===== config.mk =====
export PLATFORM = sky130hd
export DESIGN_NAME = i2c_slave_responder_flat
export DESIGN_NICKNAME = d
export VERILOG_FILES = /design/src/rtl/i2c_slave_responder_if.sv /design/src/rtl/i2c_slave_responder.sv /design/src/flat_wrapper.sv
export SDC_FILE = /design/constraint.sdc
export NUM_CORES = 1
export LEC_CHECK = 0
export ABC_CLOCK_PERIOD_IN_PS = 1660
export CAP_MARGIN = 0
export CORE_AREA = 3 3 84 86
export DETAILED_ROUTE_END_ITERATION = 7
export DIE_AREA = 0 0 87 89
export RECOVER_POWER = 25
export SETUP_SLACK_MARGIN = 0.15
export SLEW_MARGIN = 20
export SYNTH_ARGS = -nofsm -noshare
export SYNTH_HDL_FRONTEND = slang
export SYNTH_SLANG_ARGS = --single-unit
export TNS_END_PERCENT = 5

===== constraint.sdc =====
create_clock -name i2c_core_clk_i -period 1.66 [get_ports i2c_core_clk_i]
set_input_delay 0.415 -clock i2c_core_clk_i [delete_from_list [all_inputs] [get_ports i2c_core_clk_i]]
set_output_delay 0.415 -clock i2c_core_clk_i [all_outputs]
set_load 0.03 [all_outputs]

===== src/rtl/i2c_slave_responder_if.sv =====
// Bus-side signal bundle of the I2C responder: line levels, open-drain enable,
// read-data source handshake and received-data/status pulses.
interface i2c_slave_responder_if;
    logic       scl_i;
    logic       sda_i;
    logic       sda_oe_o;
    logic [7:0] tx_data_i;
    logic       tx_req_o;
    logic [7:0] data_slave_read;
    logic       data_slave_read_valid;
    logic       start;
    logic       stop;
    logic       busy_o;

    modport slave (
        input  scl_i, sda_i, tx_data_i,
        output sda_oe_o, tx_req_o, data_slave_read, data_slave_read_valid,
               start, stop, busy_o
    );

    modport master (
        output scl_i, sda_i, tx_data_i,
        input  sda_oe_o, tx_req_o, data_slave_read, data_slave_read_valid,
               start, stop, busy_o
    );
endinterface


===== src/rtl/i2c_slave_responder.sv =====
// Single-address I2C slave: START/STOP decode, address match, byte receive with
// ACK and byte transmit from tx_data_i. SDA is driven only through sda_oe_o.
module i2c_slave_responder #(
    parameter logic [6:0] SLAVE_ADDR  = 7'h3A,
    parameter int         SYNC_STAGES = 2
) (
    input  logic                  i2c_core_clk_i,
    input  logic                  reset_i,
    i2c_slave_responder_if.slave  bus
);

    typedef enum logic [2:0] {
        IDLE, ADDR, ADDR_ACK, RX, RX_ACK, TX, TX_ACK, IGNORE
    } state_t;

    logic [SYNC_STAGES-1:0] scl_sync_q, scl_sync_d;
    logic [SYNC_STAGES-1:0] sda_sync_q, sda_sync_d;
    logic       scl_hist_q, scl_hist_d, sda_hist_q, sda_hist_d;
    state_t     state_q, state_d;
    logic [3:0] cnt_q, cnt_d;
    logic [7:0] shift_q, shift_d;
    logic [7:0] tx_shift_q, tx_shift_d;
    logic       rw_q, rw_d;
    logic       mack_q, mack_d;
    logic       sda_oe_q, sda_oe_d;
    logic       tx_req_q, tx_req_d;
    logic [7:0] rd_data_q, rd_data_d;
    logic       rd_valid_q, rd_valid_d;
    logic       start_q, start_d;
    logic       stop_q, stop_d;
    logic       busy_q, busy_d;

    logic scl_s, sda_s, scl_rise, scl_fall, start_det, stop_det;

    assign scl_s     = scl_sync_q[SYNC_STAGES-1];
    assign sda_s     = sda_sync_q[SYNC_STAGES-1];
    assign scl_rise  = scl_s & ~scl_hist_q;
    assign scl_fall  = ~scl_s & scl_hist_q;
    // SCL must be high on both samples so an SDA change next to an SCL edge is data, not a condition
    assign start_det = scl_s & scl_hist_q & ~sda_s & sda_hist_q;
    assign stop_det  = scl_s & scl_hist_q & sda_s & ~sda_hist_q;

    always_comb begin
        scl_sync_d = {scl_sync_q[SYNC_STAGES-2:0], bus.scl_i};
        sda_sync_d = {sda_sync_q[SYNC_STAGES-2:0], bus.sda_i};
        scl_hist_d = scl_s;
        sda_hist_d = sda_s;
        state_d    = state_q;
        cnt_d      = cnt_q;
        shift_d    = shift_q;
        tx_shift_d = tx_shift_q;
        rw_d       = rw_q;
        mack_d     = mack_q;
        sda_oe_d   = sda_oe_q;
        tx_req_d   = 1'b0;
        rd_data_d  = rd_data_q;
        rd_valid_d = 1'b0;
        start_d    = start_det;
        stop_d     = stop_det;
        busy_d     = busy_q;

        case (state_q)
            IDLE: ;
            ADDR: begin
                if (scl_rise && cnt_q != 4'd8) begin
                    shift_d = {shift_q[6:0], sda_s};
                    cnt_d   = cnt_q + 4'd1;
                end else if (scl_fall && cnt_q == 4'd8) begin
                    if (shift_q[7:1] == SLAVE_ADDR) begin
                        sda_oe_d = 1'b1;
                        busy_d   = 1'b1;
                        rw_d     = shift_q[0];
                        state_d  = ADDR_ACK;
                    end else begin
                        state_d  = IGNORE;
                    end
                end
            end
            ADDR_ACK: begin
                if (scl_fall) begin
                    if (!rw_q) begin
                        sda_oe_d = 1'b0;
                        cnt_d    = 4'd0;
                        state_d  = RX;
                    end else begin
                        tx_shift_d = bus.tx_data_i;
                        tx_req_d   = 1'b1;
                        sda_oe_d   = ~bus.tx_data_i[7];
                        cnt_d      = 4'd1;
                        state_d    = TX;
                    end
                end
            end
            RX: begin
                if (scl_rise && cnt_q != 4'd8) begin
                    shift_d = {shift_q[6:0], sda_s};
                    cnt_d   = cnt_q + 4'd1;
                    if (cnt_q == 4'd7) begin
                        rd_data_d  = {shift_q[6:0], sda_s};
                        rd_valid_d = 1'b1;
                    end
                end else if (scl_fall && cnt_q == 4'd8) begin
                    sda_oe_d = 1'b1;
                    state_d  = RX_ACK;
                end
            end
            RX_ACK: begin
                if (scl_fall) begin
                    sda_oe_d = 1'b0;
                    cnt_d    = 4'd0;
                    state_d  = RX;
                end
            end
            TX: begin
                // cnt_q counts bits already placed on the line; bit7 went out at the latch
                if (scl_fall) begin
                    if (cnt_q == 4'd8) begin
                        sda_oe_d = 1'b0;
                        state_d  = TX_ACK;
                    end else begin
                        sda_oe_d   = ~tx_shift_q[6];
                        tx_shift_d = {tx_shift_q[6:0], 1'b0};
                        cnt_d      = cnt_q + 4'd1;
                    end
                end
            end
            TX_ACK: begin
                if (scl_rise) begin
                    mack_d = sda_s;
                end else if (scl_fall) begin
                    if (!mack_q) begin
                        tx_shift_d = bus.tx_data_i;
                        tx_req_d   = 1'b1;
                        sda_oe_d   = ~bus.tx_data_i[7];
                        cnt_d      = 4'd1;
                        state_d    = TX;
                    end else begin
                        state_d    = IGNORE;
                    end
                end
            end
            IGNORE: ;
            default: state_d = IDLE;
        endcase

        if (stop_det) begin
            sda_oe_d = 1'b0;
            busy_d   = 1'b0;
            state_d  = IDLE;
        end
        if (start_det) begin
            cnt_d    = 4'd0;
            sda_oe_d = 1'b0;
            state_d  = ADDR;
        end
    end

    always_ff @(posedge i2c_core_clk_i or posedge reset_i) begin
        if (reset_i) begin
            scl_sync_q <= '1;
            sda_sync_q <= '1;
            scl_hist_q <= 1'b1;
            sda_hist_q <= 1'b1;
            state_q    <= IDLE;
            cnt_q      <= 4'd0;
            shift_q    <= 8'h00;
            tx_shift_q <= 8'h00;
            rw_q       <= 1'b0;
            mack_q     <= 1'b1;
            sda_oe_q   <= 1'b0;
            tx_req_q   <= 1'b0;
            rd_data_q  <= 8'h00;
            rd_valid_q <= 1'b0;
            start_q    <= 1'b0;
            stop_q     <= 1'b0;
            busy_q     <= 1'b0;
        end else begin
            scl_sync_q <= scl_sync_d;
            sda_sync_q <= sda_sync_d;
            scl_hist_q <= scl_hist_d;
            sda_hist_q <= sda_hist_d;
            state_q    <= state_d;
            cnt_q      <= cnt_d;
            shift_q    <= shift_d;
            tx_shift_q <= tx_shift_d;
            rw_q       <= rw_d;
            mack_q     <= mack_d;
            sda_oe_q   <= sda_oe_d;
            tx_req_q   <= tx_req_d;
            rd_data_q  <= rd_data_d;
            rd_valid_q <= rd_valid_d;
            start_q    <= start_d;
            stop_q     <= stop_d;
            busy_q     <= busy_d;
        end
    end

    assign bus.sda_oe_o              = sda_oe_q;
    assign bus.tx_req_o              = tx_req_q;
    assign bus.data_slave_read       = rd_data_q;
    assign bus.data_slave_read_valid = rd_valid_q;
    assign bus.start                 = start_q;
    assign bus.stop                  = stop_q;
    assign bus.busy_o                = busy_q;

endmodule


===== src/flat_wrapper.sv =====
// flat-port wrapper written by rule: the top's interface ports become plain ports
module i2c_slave_responder_flat 
#(
    parameter logic [6:0] SLAVE_ADDR  = 7'h3A,
    parameter int         SYNC_STAGES = 2
)
  (i2c_core_clk_i, reset_i, bus_scl_i, bus_sda_i, bus_tx_data_i, bus_sda_oe_o, bus_tx_req_o, bus_data_slave_read, bus_data_slave_read_valid, bus_start, bus_stop, bus_busy_o);
  i2c_slave_responder_if bus_i ();
  input  logic i2c_core_clk_i;
  input  logic reset_i;
  input wire logic [$bits(bus_i.scl_i)-1:0] bus_scl_i;
  input wire logic [$bits(bus_i.sda_i)-1:0] bus_sda_i;
  input wire logic [$bits(bus_i.tx_data_i)-1:0] bus_tx_data_i;
  output wire logic [$bits(bus_i.sda_oe_o)-1:0] bus_sda_oe_o;
  output wire logic [$bits(bus_i.tx_req_o)-1:0] bus_tx_req_o;
  output wire logic [$bits(bus_i.data_slave_read)-1:0] bus_data_slave_read;
  output wire logic [$bits(bus_i.data_slave_read_valid)-1:0] bus_data_slave_read_valid;
  output wire logic [$bits(bus_i.start)-1:0] bus_start;
  output wire logic [$bits(bus_i.stop)-1:0] bus_stop;
  output wire logic [$bits(bus_i.busy_o)-1:0] bus_busy_o;
  assign bus_i.scl_i = bus_scl_i;
  assign bus_i.sda_i = bus_sda_i;
  assign bus_i.tx_data_i = bus_tx_data_i;
  assign bus_sda_oe_o = bus_i.sda_oe_o;
  assign bus_tx_req_o = bus_i.tx_req_o;
  assign bus_data_slave_read = bus_i.data_slave_read;
  assign bus_data_slave_read_valid = bus_i.data_slave_read_valid;
  assign bus_start = bus_i.start;
  assign bus_stop = bus_i.stop;
  assign bus_busy_o = bus_i.busy_o;
  i2c_slave_responder #(.SLAVE_ADDR(SLAVE_ADDR), .SYNC_STAGES(SYNC_STAGES)) u_core (.i2c_core_clk_i(i2c_core_clk_i), .reset_i(reset_i), .bus(bus_i));
endmodule

==> Yosys cells after proc, flatten, opt, wreduce, memory -nomap -nowiden <==
Cells that the tools add are included.
{ "word_totals": {"regBits": 44, "output_inout_bits": 14} }
{ "classes": {"n_addsub": 1, "eq_ne": 38, "mux": 62, "bitwise": 14, "n_reduce_logical": 18} }
{ "op_table": {"columns": ["op", "count"], "rows": [
  ["7-bit 2-to-1 mux", 7],
  ["3-bit 2-to-1 mux", 14],
  ["4-bit 2-to-1 mux", 9],
  ["4-bit by 1-bit != test with 1-bit output (second input constant)", 8],
  ["1-bit 2-to-1 mux", 26],
  ["7-bit one-hot mux with 3 select lines", 1],
  ["4-bit one-hot mux with 5 select lines", 1],
  ["3-bit one-hot mux with 6 select lines", 1],
  ["3-bit by 1-bit != test with 1-bit output (second input constant)", 5],
  ["4-bit by 2-bit != test with 1-bit output (second input constant)", 3],
  ["12-bit AND reduction", 1],
  ["11-bit AND reduction", 1],
  ["2-bit by 1-bit != test with 1-bit output (second input constant)", 5],
  ["3-bit equality test (second input constant)", 3],
  ["9-bit AND reduction", 1],
  ["4-bit != test (second input constant)", 2],
  ["4-bit AND reduction", 2],
  ["8-bit AND reduction", 1],
  ["8-bit nonzero test", 1],
  ["1-bit AND", 7],
  ["7-bit by 6-bit equality test with 1-bit output (second input constant)", 1],
  ["1-bit NOT", 7],
  ["3-bit by 2-bit equality test with 1-bit output (second input constant)", 2],
  ["2-bit != test (second input constant)", 3],
  ["16 further kinds", 21]
]} }

==> Depth between registers and ports, before layout <==
{ "depth": {"depth_word": 8, "ltp_mapped": 7, "mapped_depth_nobuf": 7} }

==> Worst setup path before layout <==
No wires, ideal clock.
{ "synth_path": {"kind": "register to register", "from": "register u_core.cnt_q[0]", "to": "register u_core.cnt_q[2]", "setup_time_ps": 148, "arrival_time_ps": 1561, "path_slack_ps": -49, "stages_incl_launch_ff": 8, "n_path_buf": 0, "period_less_slack_ps": 1709, "cell_sequence": "dfrtp_1 inv_1 ha_1 nand3b_2 nand2_2 a221o_1 o31ai_1 a21oi_1"} }
{ "synth_between": {"elab_chain_cells": 5, "elab_cells_between_ends": 12, "cone_classes": "add/sub (1); eq/ne (4); mux (5); reduce/logical (2)"} }
{ "synth_rtl": {"columns": ["element", "line", "source"], "rows": [
  ["start, declared", "i2c_slave_responder.sv:20", "logic [3:0] cnt_q, cnt_d;"],
  ["start signal, assigned", "i2c_slave_responder.sv:183", "cnt_q <= cnt_d;"],
  ["4-bit by 1-bit adder with 4-bit output", "i2c_slave_responder.sv:67, i2c_slave_responder.sv:97, i2c_slave_responder.sv:123", null],
  ["4-bit 2-to-1 mux", "i2c_slave_responder.sv:117", "if (cnt_q == 4'd8) begin"],
  ["4-bit 2-to-1 mux", "i2c_slave_responder.sv:116", "if (scl_fall) begin"],
  ["4-bit one-hot mux with 5 select lines", "i2c_slave_responder.sv:62", "case (state_q)"],
  ["4-bit 2-to-1 mux", "i2c_slave_responder.sv:151", "if (start_det) begin"]
]} }
Several ways; a longest one is shown, not always the timed one. The select of a mux whose other input is x is not followed.
A chain may end at the register's enable or synchronous reset.

==> Final worst setup path <==
{ "layout_path": {"from": "register u_core.scl_sync_q[1]", "to": "register u_core.tx_shift_q[3]"} }
{ "layout_between": {"elab_chain_cells": 4, "elab_cells_between_ends": 8, "cone_classes": "eq/ne (4); bitwise (3); reduce/logical (1)"} }
{ "layout_rtl": {"columns": ["element", "line", "source"], "rows": [
  ["start, declared", "i2c_slave_responder.sv:16", "logic [SYNC_STAGES-1:0] scl_sync_q, scl_sync_d;"],
  ["start signal, assigned", "i2c_slave_responder.sv:178", "scl_sync_q <= scl_sync_d;"],
  ["1-bit NOT", "i2c_slave_responder.sv:38", "assign scl_fall = ~scl_s & scl_hist_q;"],
  ["1-bit AND", "i2c_slave_responder.sv:38", null],
  ["2-bit by 1-bit != test with 1-bit output (no source line)", null, null],
  ["8-bit AND reduction (no source line) *", null, null],
  ["end signal, assigned", "i2c_slave_responder.sv:185", "tx_shift_q <= tx_shift_d;"],
  ["end, declared", "i2c_slave_responder.sv:22", "logic [7:0] tx_shift_q, tx_shift_d;"]
]} }
Every way passes the cells marked *; elsewhere a longest branch is shown, timed or not.

==> results.sh <==
export IMPL_syn_instance_count=182
export IMPL_worstMarginPinSlew_ns=1.07
export IMPL_place_hpwl_um=3340
export IMPL_place_gp_congestion=0.776
export IMPL_async_reset_ff_share_pct=100
export IMPL_die_w_um=87
export IMPL_std_cell_rows=29
export IMPL_hold_violations=0
export IMPL_synth_nets=196
export IMPL_rsz0062_at_grt="true"
export IMPL_htreeDepth=2
export IMPL_drv_cap=0
export IMPL_synth_seq_cells=44
export IMPL_cts_root_buffer="clkbuf_8"
export IMPL_min_period_ns=1.74
export IMPL_crit_fanout=7
export IMPL_synth_area_leaders="dfrtp_1 (42%), mux2_2 (11%), dfstp_2 (8.3%), mux2_4 (4.1%), a21oi_1 (1.8%)"
export IMPL_drt_pass1_iterations=4
export IMPL_yosysWarningCount=0
export IMPL_post_route_util_pct=49.1
export IMPL_register_area_um2=1110
export IMPL_ios=26
export IMPL_synth_seq_area_share_pct=49.9
export IMPL_syn2layout_area_growth_pct=40.2
export IMPL_setup_worst_path_start="u_core.scl_sync_q[1]"
export IMPL_required_ns=1.84
export IMPL_status="finished with violations"
export IMPL_drt_wirelength_per_cell_um=14.2
export IMPL_setup_ws_ns=-0.0836
export IMPL_synth_edf_count=0
export IMPL_startpoint_type="flip-flop"
export IMPL_multiInputGateArea_um2=1130
export IMPL_wl_um=4680
export IMPL_via_per_inst=5.05
export IMPL_hp_class="reg -> reg"
export IMPL_fin_nets=267
export IMPL_clk_latency_ns=0.30
export IMPL_peakVddDrop_mv=0.724
export IMPL_synth_area_leader_cell="dfrtp_1"
export IMPL_num_vias=1672
export IMPL_synth_distinct_cells=52
export IMPL_violations="negative setup slack"
export IMPL_yosys_area_top_type_share_pct=41.6
export IMPL_r2r_cells=5
export IMPL_place_ws_ns=-0.109
export IMPL_clock_skew_ns=0.00739
export IMPL_clock_path_buffers=2
export IMPL_postSynthAreaPerCell_um2=12.2
export IMPL_antenna_cells=0
export IMPL_leakagePower_nw=1.45
export IMPL_synth_flop_cell="dfrtp_1"
export IMPL_numCtsBuffers=5
export IMPL_die_area_um2=7740
export IMPL_drc=0
export IMPL_finalSetupTns_ns=-0.618
export IMPL_n_fill_cell=581
export IMPL_core_area_um2=6350
export IMPL_drt_initial_drc_count=79
export IMPL_grt_pass1_wl_um=8260
export IMPL_antenna_found_initial=0
export IMPL_end_kind="flip-flop"
export IMPL_fin_hold_ws_ns=0.358
export IMPL_initial_utilization_pct=35.0
export IMPL_critPathArrivalTime_ns=1.93
export IMPL_place_area_um2=2910
export IMPL_portBuffers=25
export IMPL_tritoncts="done"
export IMPL_reg2reg_to="u_core.tx_shift_q[3]"
export IMPL_relSlewSlack_pct=29.0
export IMPL_synthMostInstantiatedCell="dfrtp_1"
export IMPL_maxSlewViolCount=0
export IMPL_fin_total_pwr_mw=4.94
export IMPL_r2r_setup_slack_ns=-0.08
export IMPL_hold_depth=0
export IMPL_drive_gt1_share_pct=45.7
export IMPL_first_global_vias=1721
export IMPL_r2r_start="u_core.scl_sync_q[1]"
export IMPL_grt_usage_pct=13.5
export IMPL_syn_cell_area_um2=2220
export IMPL_dp_cells=322
export IMPL_die_h_um=89
export IMPL_p_per_area_nw_per_um2=1580
export IMPL_fin_crit_sh_pct=105
export IMPL_post_route_cell_area_um2=3120
export IMPL_clk_pin_slew_ns=0.08
export IMPL_fmax_mhz=574
export IMPL_synth_common_cells="dfrtp_1 (37), mux2_2 (22), a21oi_1 (8), nand2_1 (8), nor2_1 (8)"
export IMPL_instances_no_fill=331
export IMPL_grt_ovfl_total=0
export IMPL_drtAntennaViolNets=0
export IMPL_finalSetupViolations=17
export IMPL_grt_start_max_net_pins=45
export IMPL_crit_end="u_core.tx_shift_q[3]"
export IMPL_cts_sinks=44
export IMPL_crit_type="reg -> reg"
[critical path, stage by stage, from the launching register on]
cell,delay [ns]
dfstp_2,0.55
and2b_2,0.27
a21o_1,0.19
a32oi_4,0.23
nor2_8,0.09
mux2_4,0.31
[registers in the layout, summed over array words and instances, names as in the netlist]
name / cells
u_core.bus.tx_req_o: 1
u_core.mack_q: 1
u_core.cnt_q: 4
u_core.scl_hist_q: 1
u_core.shift_q: 8
u_core.bus.start: 1
u_core.tx_shift_q: 7
u_core.bus.busy_o: 1
u_core.state_q: 3
u_core.sda_sync_q: 2
u_core.sda_hist_q: 1
u_core.bus.stop: 1
u_core.scl_sync_q: 2
u_core.rw_q: 1
u_core.bus.data_slave_read_valid: 1
u_core.bus.data_slave_read: 8
u_core.bus.sda_oe_o: 1
[kinds of logic (layout without fill, tap and decap cells)]
kind of cell / Yosys count / in the layout / share of synthesized area [%]
and+or+nand+nor: 57 / 57 / 17.1
buffers and inverters: 12 / 84 / 2.42
AOI/OAI and AO/OA: 34 / 34 / 12.0
muxes: 32 / 32 / 17.0
DFF: 44 / 44 / 49.9
adders and majority gates: 2 / 2 / 1.13
xor gates and xnor gates: 1 / 1 / 0.394
[layer usage]
layer	track usage [%]	share of wire (%)	vias up
met3	3.04	3.5	2
met4	3.82	0.30	0
met1	17.4	48	822
met2	22.6	48	34
met5	0	0	-
li1	-	-	814
[layout make-up]
class	count	share of cell area [%]
well taps	77	3.09
repair buffers	69	19.1
clock buffers	5	2.21
clock inverters	3	2.89
flip-flops and latches	44	35.7
multi-input cells	126	36.2
inverters	7	0.843
[repair_timing]
item                       CTS  global route
hold buffers                 0             0
gates cloned                 0             0
buffers inserted             1             0
setup endpoints to repair   48            39
gates resized for setup     26            11
pin swaps                    6             6
[how the worst min path moves through the flow]
stage	from	endpoint	slack (ns)
3_5_place_dp	u_core.sda_sync_q[0]	u_core.sda_sync_q[1]	0.35
4_1_cts	u_core.sda_sync_q[0]	u_core.sda_sync_q[1]	0.36
2_1_floorplan	u_core.scl_sync_q[0]	u_core.scl_sync_q[1]	0.35
5_1_grt	u_core.scl_sync_q[0]	u_core.scl_sync_q[1]	0.37
6_report	u_core.sda_sync_q[0]	u_core.sda_sync_q[1]	0.36
3_3_place_gp	u_core.sda_sync_q[0]	u_core.sda_sync_q[1]	0.35
[placed cells by master (no fill, tap or decap), drive strengths merged, types with 5 or more instances in the layout]
cell type      Yosys  routed
buf                5      43
dfrtp             37      37
mux2              28      28
nor2              11      11
nand2             10      10
clkdlybuf4s50      0       9
dlygate4sd2        0       8
a21oi              8       8
dfstp              7       7
nand3              7       7
clkdlybuf4s15      0       6
inv                7       6
clkbuf             0       6
o21ai              6       6
nor3               5       5
[power by group]
group / total (mW) / leakage, nW / internal, mW / switching, mW
sequential: 1.59 / 0.551 / 1.37 / 0.226
combinational: 2.22 / 0.819 / 1.23 / 0.991
clock: 1.12 / 0.0784 / 0.752 / 0.368
No activity file was read; power rests on OpenSTA's default activity.
